==> src/rtl/updown_counter_pkg.sv <==
// Shared direction/mode encodings for the up/down modulo counter.
package updown_counter_pkg;

   localparam logic DIR_DOWN  = 1'b0;
   localparam logic DIR_UP    = 1'b1;
   localparam logic MODE_WRAP = 1'b0;
   localparam logic MODE_SAT  = 1'b1;

endpackage

==> src/rtl/counter_next_calc.sv <==
// Combinational next-count and boundary-event calculation for one enabled step.
module counter_next_calc
   import updown_counter_pkg::*;
#(
   parameter int unsigned WIDTH  = 8,
   parameter int unsigned STEP_W = 4
) (
   input  logic [WIDTH-1:0]  count,
   input  logic [STEP_W-1:0] step,
   input  logic [WIDTH-1:0]  max_val,
   input  logic              up_down,
   input  logic              sat_mode,
   output logic [WIDTH-1:0]  next_count,
   output logic              next_evt
);

   localparam int unsigned EXT_W = WIDTH + 1;

   logic [EXT_W-1:0] count_ext;
   logic [EXT_W-1:0] max_ext;
   logic [EXT_W-1:0] step_ext;
   logic [EXT_W-1:0] sum;
   logic [EXT_W-1:0] diff;

   // One extra bit keeps the carry/borrow so overflow can never alias into range.
   assign count_ext = EXT_W'(count);
   assign max_ext   = EXT_W'(max_val);
   assign step_ext  = EXT_W'(step);
   assign sum       = count_ext + step_ext;
   assign diff      = count_ext - step_ext;

   always_comb begin
      next_count = count;
      next_evt   = 1'b0;
      if (count > max_val) begin
         // max_val was lowered below the current count: snap back into range quietly.
         next_count = max_val;
      end else if (up_down == DIR_UP) begin
         if (sum > max_ext) begin
            next_evt   = 1'b1;
            next_count = (sat_mode == MODE_SAT) ? max_val : '0;
         end else begin
            next_count = sum[WIDTH-1:0];
         end
      end else begin
         if (diff[WIDTH]) begin
            next_evt   = 1'b1;
            next_count = (sat_mode == MODE_SAT) ? '0 : max_val;
         end else begin
            next_count = diff[WIDTH-1:0];
         end
      end
   end

endmodule

==> src/rtl/updown_modulo_counter.sv <==
// Up/down counter with programmable terminal value, step, load and wrap/saturate mode.
module updown_modulo_counter
   import updown_counter_pkg::*;
#(
   parameter int unsigned WIDTH  = 8,
   parameter int unsigned STEP_W = 4
) (
   input  logic              clk,
   input  logic              reset,
   input  logic              en,
   input  logic              up_down,
   input  logic              sat_mode,
   input  logic [STEP_W-1:0] step,
   input  logic [WIDTH-1:0]  max_val,
   input  logic              load,
   input  logic [WIDTH-1:0]  load_val,
   output logic [WIDTH-1:0]  count,
   output logic              evt,
   output logic              at_max,
   output logic              at_zero
);

   logic [WIDTH-1:0] next_count;
   logic             next_evt;

   counter_next_calc #(
      .WIDTH  (WIDTH),
      .STEP_W (STEP_W)
   ) u_next_calc (
      .count      (count),
      .step       (step),
      .max_val    (max_val),
      .up_down    (up_down),
      .sat_mode   (sat_mode),
      .next_count (next_count),
      .next_evt   (next_evt)
   );

   // Priority: reset > load > en > hold; evt only survives an enabled step.
   always_ff @(posedge clk) begin
      if (reset) begin
         count <= '0;
         evt   <= 1'b0;
      end else if (load) begin
         count <= (load_val > max_val) ? max_val : load_val;
         evt   <= 1'b0;
      end else if (en) begin
         count <= next_count;
         evt   <= next_evt;
      end else begin
         evt   <= 1'b0;
      end
   end

   assign at_max  = (count == max_val);
   assign at_zero = (count == '0);

endmodule

==> config.mk <==
export PLATFORM = sky130hd
export DESIGN_NAME = updown_modulo_counter
export DESIGN_NICKNAME = d
export VERILOG_FILES = /design/src/rtl/updown_counter_pkg.sv /design/src/rtl/counter_next_calc.sv /design/src/rtl/updown_modulo_counter.sv
export SDC_FILE = /design/constraint.sdc
export NUM_CORES = 1
export LEC_CHECK = 0
export BUFFER_PORTS_ARGS = -buffer_cell sky130_fd_sc_hd__buf_2
export CORE_ASPECT_RATIO = 1.75
export CORE_UTILIZATION = 39
export DETAILED_ROUTE_END_ITERATION = 10
export PLACE_DENSITY = 0.56
export RECOVER_POWER = 25
export SLEW_MARGIN = 20
export SYNTH_ARGS = -nofsm -noshare
export SYNTH_HDL_FRONTEND = slang
export SYNTH_SLANG_ARGS = --single-unit
==> constraint.sdc <==
create_clock -name clk -period 4.4 [get_ports clk]
set_clock_uncertainty 0.05 [all_clocks]
set_input_delay 0 -clock clk [delete_from_list [all_inputs] [get_ports clk]]
set_output_delay 0 -clock clk [all_outputs]
set_load 0.01 [all_outputs]
==> results.yml <==
worst_setup_path:
  required_ns: 4.52
  r2r-start: "count[1]$_SDFFE_PP0P_"
  end_kind: "register"
  critPathBufInv: 0
  slowest_delay_ns: 0.52
  path_max_fanout: 11
  r2r_cells: 13
  reg2reg_slack_ns: 0.69
  cp_top_family: "compound AO/OA/AOI/OAI gates"
  crit_chain: "ha_1, nor2b_1, o21ai_0, a21boi_0, xor2_1, ha_1, and3_1, a211oi_1, a211oi_2, nor2_1, a21oi_1, a2111o_1, a31oi_1"
  start_kind: "register"
  cp.arrival_ns: 3.83
  crit_path_frequent_cell: "ha_1"
  reg2reg_to: "count[2]$_SDFFE_PP0P_"
  cp_slowest_cell: "nor2_1"
  worstSetupPathType: "reg -> reg"
cts:
  clk_pin_slew_worst_paths_ns: 0.06
  htreeDepth: 1
  clkSinkCount: 9
  cts_inserted_buffers: 3
  cts_setup_buffers: 0
  ctsLongestPathBuffers: 2
  postCtsHoldBufs: 0
  cts_tree: "built"
  clockRootBuffer: "clkbuf_8"
  cts_resized: 0
  clock_latency_ns: 0.24
finish:
  antenna_cells: 0
  stdcell_count: 333
  post-route-util_pct: 46.0
  num-fill-cells: 499
  area_delta_synth_final_pct: 13.8
  stdcell_area_mm2: 0.00213
  fin_nets: 342
  drive_gt1_share_pct: 17.1
synth:
  yosys_warnings: 0
  synth_seq_area_share_pct: 9.65
  synth_adder_area_share_pct: 23.6
  synthTopCellsByArea: "ha_1 (21%), dfxtp_1 (9.6%), a21oi_1 (6.4%)"
  async_reset_ff_share_pct: 0
  avgSynthCellArea_um2: 7.53
  syn_area_mm2: 0.00187
  synth_compound_area_share_pct: 29.3
  yosysMostFrequentCell: "ha_1"
  synth_edf_count: 0
  ys_ff_latch: 9
  synth.distinct_cells: 59
  syn-num-nets: 308
  postSynthCellCount: 248
  synth_flop_cell: "dfxtp_1"
  synth_top_family_by_area: "compound AO/OA/AOI/OAI gates"
  ys_top_cells_by_count: "ha_1 (32), nor2_1 (28), a21oi_1 (24)"
  yosys.area.top_type: "ha_1"
  synth_top_area_share_pct: 21.4
  synth-simple-area-share_pct: 23.0
  synth_xor_area_share_pct: 3.28
  synthMuxAreaShare_pct: 4.35
placement:
  post_dp_cell_area_mm2: 0.00209
  dp.cells: 329
  gp_congestion: 0.940
  io_buffer_count: 36
  dp_hpwl_um: 5090
routing:
  via_per_inst: 6.09
  vias: 2027
  antenna_left: 0
  post_drt_wl_per_cell_um: 18.7
  drtIter0Drc: 34
  drcViolationCount: 0
  drt_first_pass_iters: 4
  finalWirelength_um: 6240
worst_hold_path:
  hold_class: "in -> reg"
  min_to: "count[2]$_SDFFE_PP0P_"
  hold_depth: 3
  min_from: "max_val[2]"
sta:
  hold_viol: 0
  rsz0062_at_grt: "no"
  worstMarginPinSlew_ns: 0.634
  drv_slew: 0
  finalSetupTns_ns: 0
  fin_crit_ns: 3.71
  finalCritPeriodShare_pct: 84.3
  setup_viol: 0
  relSlewSlack_pct: 57.6
  fmax_ghz: 0.270
power_and_ir_drop:
  p_comb_share_pct: 63.2
  power_frac_clock_pct: 18.0
  pwr_density_cell_mw_per_mm2: 281
  internal-power_mw: 0.310
  max-vdd-ir-drop_v: 0.000154
  swShare_pct: 48.1
  power.switching_mw: 0.287
  seqPwrFrac_pct: 18.8
  power.leakage_nw: 1.01
floorplan:
  start_util_pct: 40.4
  ios: 37
  die_x_um: 54.3
  rows: 33
  die_h_um: 93.6
  die_area_mm2: 0.00508
  core-area_mm2: 0.00462
global_routing:
  antenna_found_initial: 0
  grt_overflow_total: 0
  track_usage_pct: 27.3
  grt_pass1_wl_um: 9900
  grt_max_degree: 19
  grt_pass1_vias: 1958
outcome:
  outcome: "finished clean"
flow_run:
  maxCapViolCount: 0
## worst max-delay path by stage
stage                                     start                    end  slack [ns]  cells past startpoint
after floorplan           count[2]$_SDFFE_PP0P_  count[1]$_SDFFE_PP0P_        1.21                     15
after global placement    count[2]$_SDFFE_PP0P_  count[1]$_SDFFE_PP0P_        0.77                     13
after detailed placement  count[2]$_SDFFE_PP0P_  count[2]$_SDFFE_PP0P_        0.71                     13
after CTS                 count[2]$_SDFFE_PP0P_  count[2]$_SDFFE_PP0P_        0.69                     13
after global routing      count[1]$_SDFFE_PP0P_  count[1]$_SDFFE_PP0P_        0.30                     13
final                     count[1]$_SDFFE_PP0P_  count[2]$_SDFFE_PP0P_        0.69                     13
## flip-flops by register name (all words and copies together), names as in the netlist
signal and count:
count 8, evt 1
## kinds of logic after synthesis
kind of cell	Yosys count
AOI/OAI and AO/OA	78
and+or+nand+nor	81
buffers and inverters	31
xor gates and xnor gates	7
adders and majority gates	34
DFF	9
muxes	8
## final cells by class
type                       instances  area [um^2]  area share [%]
clock buffer                       4         45.0            2.12
inverter                          21         78.8            3.71
multi-input combinational        208         1560            73.4
sequential                         9          180            8.48
tap                               52         65.1            3.06
timing repair buffer              39          196            9.24
## through the flow
stage | hold WS, ns | setup slack, ns | power, mW
6_report | 0.00591 | 0.693 | 0.597
5_1_grt | 0.0291 | 0.295 | 0.637
4_1_cts | 0.00856 | 0.695 | 0.591
3_5_place_dp | 0.249 | 0.711 | 0.487
3_3_place_gp | 0.260 | 0.770 | 0.487
2_1_floorplan | 0.0928 | 1.21 | 0.378
## placed cells by master (no fill, tap or decap), drive strengths merged, types with 5 or more instances in the layout
| master | synthesis | layout |
|---|---|---|
| a21oi | 25 | 25 |
| a31oi | 6 | 6 |
| buf | 4 | 34 |
| clkbuf | 6 | 9 |
| dfxtp | 9 | 9 |
| ha | 32 | 32 |
| inv | 20 | 20 |
| mux2i | 7 | 7 |
| nand2 | 9 | 9 |
| nand2b | 6 | 6 |
| nand3 | 5 | 5 |
| nand4 | 6 | 6 |
| nor2 | 29 | 29 |
| nor3 | 5 | 5 |
| o21ai | 11 | 11 |
| or2 | 5 | 5 |
## power groups by stage
stage / clock [mW] / sequential (mW) / combinational [mW]
final: 0.108 / 0.112 / 0.377
after global routing: 0.107 / 0.114 / 0.415
after CTS: 0.104 / 0.112 / 0.375
after detailed placement: 0 / 0.114 / 0.373
after global placement: 0 / 0.114 / 0.373
after floorplan: 0 / 0.109 / 0.269
## metal layers
layer | routed length (um) | track usage [%] | vias to the layer above
met5 | 0 | 0 | -
met4 | 373 | 15.8 | 0
met3 | 300 | 3.58 | 28
met2 | 3180 | 45.0 | 73
met1 | 2380 | 31.9 | 934
li1 | - | - | 992
## tightest hold or removal path: stages
cell     delay (ns)
buf_2          0.12
nand2_1        0.06
a31oi_1        0.07
Note: power is estimated with default switching activity, not from simulation.
